## src/rtl/coherence_pkg.sv

```systemverilog
// Shared types for the snoopy MESI bus controller: end states, bus FSM
// states, statistics record and a saturating increment helper.
package coherence_pkg;

  localparam int BLOCK_SIZE = 2;

  typedef logic [31:0] word_t;

  typedef enum logic [1:0] {
    INVALID   = 2'b00,
    SHARED    = 2'b01,
    EXCLUSIVE = 2'b10,
    MODIFIED  = 2'b11
  } cc_end_state;

  typedef enum logic [2:0] {
    BUS_IDLE,
    BUS_SNOOP,
    BUS_WB,
    BUS_XFER,
    BUS_MEMRD,
    BUS_DONE
  } bus_state_e;

  typedef struct packed {
    word_t to_i;
    word_t to_s;
    word_t to_e;
  } cache_coherence_statistics_t;

  function automatic word_t sat_inc(input word_t v);
    return (v == '1) ? v : v + 32'd1;
  endfunction

endpackage

```

## src/rtl/rr_arbiter.sv

```systemverilog
// N-way round-robin arbiter: picks the lowest requesting index strictly
// after last_grant, wrapping around, as a one-hot vector plus its index.
module rr_arbiter #(
  parameter int N  = 2,
  parameter int IW = $clog2(N)
) (
  input  logic [N-1:0]  req,
  input  logic [IW-1:0] last_grant,
  output logic [N-1:0]  grant,
  output logic [IW-1:0] grant_idx,
  output logic          grant_any
);

  // Two passes give the wrap: indices above last_grant first, then the rest.
  always_comb begin
    grant     = '0;
    grant_idx = '0;
    grant_any = 1'b0;
    for (int i = 0; i < N; i++) begin
      if (!grant_any && req[i] && (i > int'(last_grant))) begin
        grant[i]  = 1'b1;
        grant_idx = IW'(i);
        grant_any = 1'b1;
      end
    end
    for (int i = 0; i < N; i++) begin
      if (!grant_any && req[i] && (i <= int'(last_grant))) begin
        grant[i]  = 1'b1;
        grant_idx = IW'(i);
        grant_any = 1'b1;
      end
    end
  end

endmodule

```

## src/rtl/coherence_bus_ctrl.sv

```systemverilog
// Snoopy MESI bus controller: one miss at a time, snoop -> WB/XFER/MEMRD -> DONE.
// Optional transition counters are built when COHERENCE_STATS_EN is defined.
module coherence_bus_ctrl #(
  parameter int N_CACHES   = 2,
  parameter int BLOCK_SIZE = coherence_pkg::BLOCK_SIZE
) (
  input  logic                             CLK,
  input  logic                             nRST,
  input  logic [N_CACHES-1:0]              req_valid,
  input  logic [N_CACHES-1:0]              req_write,
  input  logic [32*N_CACHES-1:0]           req_addr,
  output logic [N_CACHES-1:0]              snoop_req,
  output logic [31:0]                      snoop_addr,
  output logic [1:0]                       snoop_state,
  input  logic [N_CACHES-1:0]              snoop_busy,
  input  logic [N_CACHES-1:0]              snoop_hit,
  input  logic [N_CACHES-1:0]              snoop_dirty,
  input  logic [32*BLOCK_SIZE*N_CACHES-1:0] snoop_data,
  output logic [N_CACHES-1:0]              snoop_complete,
  output logic [N_CACHES-1:0]              resp_valid,
  output logic [1:0]                       resp_state,
  output logic [32*BLOCK_SIZE-1:0]         resp_data,
  output logic                             mem_ren,
  output logic                             mem_wen,
  output logic [31:0]                      mem_addr,
  output logic [32*BLOCK_SIZE-1:0]         mem_wdata,
  input  logic [32*BLOCK_SIZE-1:0]         mem_rdata,
  input  logic                             mem_ready
`ifdef COHERENCE_STATS_EN
  ,
  output logic [31:0]                      stat_to_i,
  output logic [31:0]                      stat_to_s,
  output logic [31:0]                      stat_to_e
`endif
);

  import coherence_pkg::*;

  localparam int BW = 32 * BLOCK_SIZE;
  localparam int IW = $clog2(N_CACHES);
  localparam logic [N_CACHES-1:0] ONE_HOT0 = {{(N_CACHES-1){1'b0}}, 1'b1};

  bus_state_e          state;
  logic [IW-1:0]       last_grant;
  logic [IW-1:0]       req_id;
  logic                req_wr;
  logic [N_CACHES-1:0] snoop_mask;
  logic [N_CACHES-1:0] captured;
  logic [N_CACHES-1:0] hit_r;
  logic [N_CACHES-1:0] dirty_r;
  logic [BW-1:0]       data_r   [N_CACHES];
  logic [BW-1:0]       eff_data [N_CACHES];
  logic [N_CACHES-1:0] eff_hit;
  logic [N_CACHES-1:0] eff_dirty;
  logic                all_seen;
  logic [BW-1:0]       sel_data;
  logic                sel_found;
  logic [N_CACHES-1:0] grant;
  logic [IW-1:0]       grant_idx;
  logic                grant_any;
  logic [31:0]         grant_addr;
  logic                grant_write;

  rr_arbiter #(.N(N_CACHES), .IW(IW)) u_arb (
    .req        (req_valid),
    .last_grant (last_grant),
    .grant      (grant),
    .grant_idx  (grant_idx),
    .grant_any  (grant_any)
  );

  always_comb begin
    grant_addr  = '0;
    grant_write = 1'b0;
    for (int i = 0; i < N_CACHES; i++) begin
      if (grant[i]) begin
        grant_addr  = req_addr[i*32 +: 32];
        grant_write = req_write[i];
      end
    end
  end

  // Merge already-captured snoop answers with this cycle's non-busy answers,
  // so the last answering cache can be decided on in the same cycle.
  always_comb begin
    eff_hit   = '0;
    eff_dirty = '0;
    all_seen  = 1'b1;
    for (int i = 0; i < N_CACHES; i++) begin
      eff_data[i] = captured[i] ? data_r[i] : snoop_data[i*BW +: BW];
      if (IW'(i) != req_id) begin
        if (captured[i]) begin
          eff_hit[i]   = hit_r[i];
          eff_dirty[i] = dirty_r[i];
        end else if (!snoop_busy[i]) begin
          eff_hit[i]   = snoop_hit[i];
          eff_dirty[i] = snoop_dirty[i];
        end else begin
          all_seen = 1'b0;
        end
      end
    end
  end

  // Dirty owner takes precedence over clean sharers; lowest index wins.
  always_comb begin
    sel_data  = '0;
    sel_found = 1'b0;
    for (int i = 0; i < N_CACHES; i++) begin
      if (!sel_found && eff_dirty[i]) begin
        sel_data  = eff_data[i];
        sel_found = 1'b1;
      end
    end
    for (int i = 0; i < N_CACHES; i++) begin
      if (!sel_found && eff_hit[i]) begin
        sel_data  = eff_data[i];
        sel_found = 1'b1;
      end
    end
  end

  always_ff @(posedge CLK) begin
    if (!nRST) begin
      state          <= BUS_IDLE;
      last_grant     <= '0;
      req_id         <= '0;
      req_wr         <= 1'b0;
      snoop_mask     <= '0;
      captured       <= '0;
      hit_r          <= '0;
      dirty_r        <= '0;
      for (int i = 0; i < N_CACHES; i++) data_r[i] <= '0;
      snoop_req      <= '0;
      snoop_addr     <= '0;
      snoop_state    <= INVALID;
      snoop_complete <= '0;
      resp_valid     <= '0;
      resp_state     <= INVALID;
      resp_data      <= '0;
      mem_ren        <= 1'b0;
      mem_wen        <= 1'b0;
      mem_addr       <= '0;
      mem_wdata      <= '0;
    end else begin
      snoop_complete <= '0;
      resp_valid     <= '0;
      unique case (state)
        BUS_IDLE: begin
          if (grant_any) begin
            req_id      <= grant_idx;
            req_wr      <= grant_write;
            snoop_mask  <= ~grant;
            snoop_req   <= ~grant;
            snoop_addr  <= grant_addr;
            mem_addr    <= grant_addr;
            snoop_state <= grant_write ? INVALID : SHARED;
            captured    <= '0;
            state       <= BUS_SNOOP;
          end
        end
        BUS_SNOOP: begin
          for (int i = 0; i < N_CACHES; i++) begin
            if ((IW'(i) != req_id) && !captured[i] && !snoop_busy[i]) begin
              captured[i] <= 1'b1;
              hit_r[i]    <= snoop_hit[i];
              dirty_r[i]  <= snoop_dirty[i];
              data_r[i]   <= snoop_data[i*BW +: BW];
            end
          end
          if (all_seen) begin
            snoop_req  <= '0;
            resp_state <= req_wr ? MODIFIED : ((|eff_hit) ? SHARED : EXCLUSIVE);
            if (|eff_dirty) begin
              mem_wen   <= 1'b1;
              mem_wdata <= sel_data;
              resp_data <= sel_data;
              state     <= BUS_WB;
            end else if ((|eff_hit) && !req_wr) begin
              resp_data <= sel_data;
              state     <= BUS_XFER;
            end else begin
              mem_ren <= 1'b1;
              state   <= BUS_MEMRD;
            end
          end
        end
        BUS_WB: begin
          if (mem_ready) begin
            mem_wen        <= 1'b0;
            resp_valid     <= ONE_HOT0 << req_id;
            snoop_complete <= snoop_mask;
            state          <= BUS_DONE;
          end
        end
        BUS_XFER: begin
          resp_valid     <= ONE_HOT0 << req_id;
          snoop_complete <= snoop_mask;
          state          <= BUS_DONE;
        end
        BUS_MEMRD: begin
          if (mem_ready) begin
            mem_ren        <= 1'b0;
            resp_data      <= mem_rdata;
            resp_valid     <= ONE_HOT0 << req_id;
            snoop_complete <= snoop_mask;
            state          <= BUS_DONE;
          end
        end
        BUS_DONE: begin
          last_grant <= req_id;
          state      <= BUS_IDLE;
        end
        default: state <= BUS_IDLE;
      endcase
    end
  end

`ifdef COHERENCE_STATS_EN
  cache_coherence_statistics_t stats;
  logic                        any_hit_r;

  // Counters bump once per transaction, in the DONE cycle.
  always_ff @(posedge CLK) begin
    if (!nRST) begin
      stats     <= '0;
      any_hit_r <= 1'b0;
    end else begin
      if (state == BUS_SNOOP && all_seen) any_hit_r <= |eff_hit;
      if (state == BUS_DONE) begin
        if (req_wr && any_hit_r) stats.to_i <= sat_inc(stats.to_i);
        if (!req_wr && resp_state == SHARED) stats.to_s <= sat_inc(stats.to_s);
        if (!req_wr && resp_state == EXCLUSIVE) stats.to_e <= sat_inc(stats.to_e);
      end
    end
  end

  assign stat_to_i = stats.to_i;
  assign stat_to_s = stats.to_s;
  assign stat_to_e = stats.to_e;
`endif

endmodule

```

## config.mk

```make
export PLATFORM = sky130hd
export DESIGN_NAME = coherence_bus_ctrl
export DESIGN_NICKNAME = d
export VERILOG_FILES = /design/src/rtl/coherence_pkg.sv /design/src/rtl/rr_arbiter.sv /design/src/rtl/coherence_bus_ctrl.sv
export SDC_FILE = /design/constraint.sdc
export NUM_CORES = 1
export LEC_CHECK = 0
export BUFFER_PORTS_ARGS = -buffer_cell sky130_fd_sc_hd__buf_2
export CAP_MARGIN = 20
export CORE_MARGIN = 5
export CORE_UTILIZATION = 50
export CTS_CLUSTER_DIAMETER = 60
export DETAILED_ROUTE_END_ITERATION = 12
export HOLD_SLACK_MARGIN = 0.1
export PLACE_DENSITY = 0.78
export SYNTH_ARGS = -nofsm -noshare
export SYNTH_HDL_FRONTEND = slang
export SYNTH_SLANG_ARGS = --single-unit
```

## constraint.sdc

```tcl
create_clock -name CLK -period 5.7 [get_ports CLK]
set_clock_uncertainty 0.1 [all_clocks]
set_input_delay 0.57 -clock CLK [delete_from_list [all_inputs] [get_ports CLK]]
set_output_delay 0.57 -clock CLK [all_outputs]
set_load 0.01 [all_outputs]
```

==> qor.yml <==
outcome:
  status: "finished, final reports clean"
clocking:
  cts_tree: "built"
  cts.sinks: 313
  clk_pin_slew_ps: 60
  numCtsBuffers: 36
  cts_hold_buf: 0
  cts-root-buf: "clkbuf_16"
  insertion_delay_ps: 500
  htree_num_levels: 2
  clock_path_buffers: 3
  cts_resized: 0
  cts_setup_buffers: 0
setup_path:
  critical_path_class: "reg -> reg"
  worst_r2r_startpoint: "captured[1]"
  crit_top_cell: "o211ai_1"
  critPathMaxFanout: 38
  cp-end-kind: "flop"
  worst_ep_required_time_ps: 6000
  crit_buf_inv: 1
  critPathTopFamily: "compound AO/OA/AOI/OAI gates"
  slowest_stage: "a21oi_4"
  arrival_ps: 3510
  max_stage_delay_ps: 820
  setup.worst_path.start: "captured[1]"
  r2r-end: "resp_data[56]"
  reg2reg_depth: 7
  cp_cell_sequence: "or3b_4 > a21oi_4 > buf_4 > nand2_1 > o211ai_1 > o211ai_1 > a32o_1"
  reg2reg_slack_ps: 2490
  startpoint_type: "flop"
detailed_routing:
  drc_errors: 0
  first_pass_iters: 6
  routed_wl_mm: 48.4
  vias: 12800
  wire_per_inst_um: 21.8
  viasPerCell: 5.76
  ant_nets: 0
  drt-initial-drc-count: 814
synth:
  ys_seq_elements: 313
  syn_avg_cell_area_um2: 10.8
  synth_top_area_share_pct: 25.2
  synthArstFlopShare_pct: 0
  synth_area_um2: 15200
  ys_seq_area_share_pct: 49.5
  synthTopCellsByArea: "edfxtp_1 25%, dfxtp_1 24%, o211ai_1 6.4%, and2_1 5.4%, mux2_2 4.7%"
  synth.largest_area_cell: "edfxtp_1"
  ys.flop_type: "dfxtp_1"
  syn_inst: 1414
  synth_warnings: 0
  synth_cell_types: 55
  syn_nets: 1683
  synth_edf_count: 128
die:
  initial_core_util_pct: 50.2
  core_um2: 30300
  ios: 473
  dieWidth_um: 185
  die_h_um: 185
  rows: 64
  die_area_um2: 34100
grt:
  grt_max_degree: 97
  antenna_found_initial: 15
  grt_pass1_vias: 13200
  grt_pass1_wl_mm: 73.0
  grt_use_total_pct: 27.1
  grt-ovfl-total: 0
power_and_ir_drop:
  vdd_drop_max_v: 0.000242
  pwr-share-clk_pct: 31.4
  powerDensity_nw_per_um2: 396
  power_uw: 7380
  power_frac_comb_pct: 29.3
  p_switching_uw: 2460
  p_seq_share_pct: 39.4
  p_sw_share_pct: 33.3
  p_leak_uw: 0.00759
  internal-power_uw: 4920
timing:
  tightest_slew_ps: 1060
  rsz0062_at_grt: "false"
  period_minus_slack_ps: 3210
  drv_slew: 0
  clock.fmax_mhz: 311
  final_hold_viol_count: 0
  setup_violations: 0
  period_share_pct: 56.4
  finalSetupTns_ps: 0
  max_slew_margin_pct: 29.5
worst_hold_path:
  min_path_cells: 3
  worstHoldStart: "req_addr[29]"
  hold_path.class: "in -> reg"
  hold_end: "mem_addr[29]"
flow_run:
  cap_violations: 0
finish:
  nets: 2051
  final_common_cell: "buf_2"
  drive_above_1_share_pct: 34.7
  final_cell_mix: "470 x buf_2, 183 x dfxtp_1, 131 x and2_1, 129 x o211ai_1, 128 x edfxtp_1"
  area_growth_pct: 22.1
place:
  gp_congestion: 0.878
  hpwl_mm: 32.8
  port_buffers: 471
-- sequential cells by signal, indices dropped and copies added, names as in the netlist, 2 cells and up --
register / cells
resp_state: 2
snoop_req: 2
resp_valid: 2
mem_addr: 32
dirty_r: 2
state: 3
snoop_complete: 2
captured: 2
snoop_mask: 2
resp_data: 64
mem_wdata: 64
hit_r: 2
data_r: 128
-- power groups by stage --
stage	Sequential, µW	Clock, µW	Combinational [µW]
floorplan	2950	0	1460
global placement	2930	0	2110
detailed placement	2940	0	2160
CTS	2900	2350	2170
global route	2940	2450	2350
finish	2910	2310	2160
-- worst min-delay path: stages --
cell	delay (ps)
buf_2	70
a222oi_1	50
nor2b_1	100
-- final cells by class --
cell class                 count  area, µm²
clock inverter                11        116
antenna                       15       37.5
inverter                      10       37.5
timing repair buffer         489       2520
clock buffer                  53       1070
sequential                   313       7550
fill                        2534      11700
multi-input combinational    932       6780
tap                          396        495
-- metal layers --
| layer | up-vias | wire length (µm) | GRT usage (%) |
|---|---|---|---|
| met1 | 6163 | 18400 | 32.3 |
| met3 | 122 | 3880 | 5.11 |
| li1 | 5892 | - | - |
| met4 | 2 | 1900 | 10.1 |
| met2 | 606 | 24200 | 48.7 |
| met5 | - | 13 | 0 |
-- worst max path at each step --
stage / cells after the start / slack [ps] / to
6_report: 7 / 2490 / resp_data[56]
5_1_grt: 7 / 2250 / resp_data[0]
4_1_cts: 7 / 2490 / resp_data[2]
3_5_place_dp: 8 / 2320 / resp_data[51]
3_3_place_gp: 5 / 2360 / data_r[0][105]
2_1_floorplan: 5 / 2560 / data_r[0][0]
-- cells by family after synthesis --
| group | count (synthesis) | synth area share [%] |
|---|---|---|
| other | 1 | 0.0246 |
| and+or+nand+nor | 472 | 17.2 |
| buffers and inverters | 169 | 6.41 |
| AOI/OAI and AO/OA | 326 | 17.6 |
| muxes | 133 | 9.26 |
| DFF | 313 | 49.5 |
-- stage by stage --
step	utilization (%)	instances	hold WS [ps]	area [µm²]	setup WS, ps
after floorplan	-	1414	347	15200	2560
after global placement	57.2	2139	341	17400	2360
after detailed placement	57.3	2140	349	17400	2320
after CTS	61.2	2204	207	18600	2490
after global routing	61.3	2213	218	18600	2250
final	61.3	2219	225	18600	2490
-- synth_stat cells (all sizes together), types with 3 or more instances --
cell,instances
a21oi,11
a222oi,32
a31oi,5
a32o,65
and2,196
buf,109
clkbuf,50
dfxtp,185
edfxtp,128
inv,10
mux2,64
mux2i,69
nand2,74
nand2b,66
nand3,4
nor2,74
nor2b,41
nor3,3
o211ai,129
o21a,68
o21ai,5
Power figures use the tool's default switching activity.
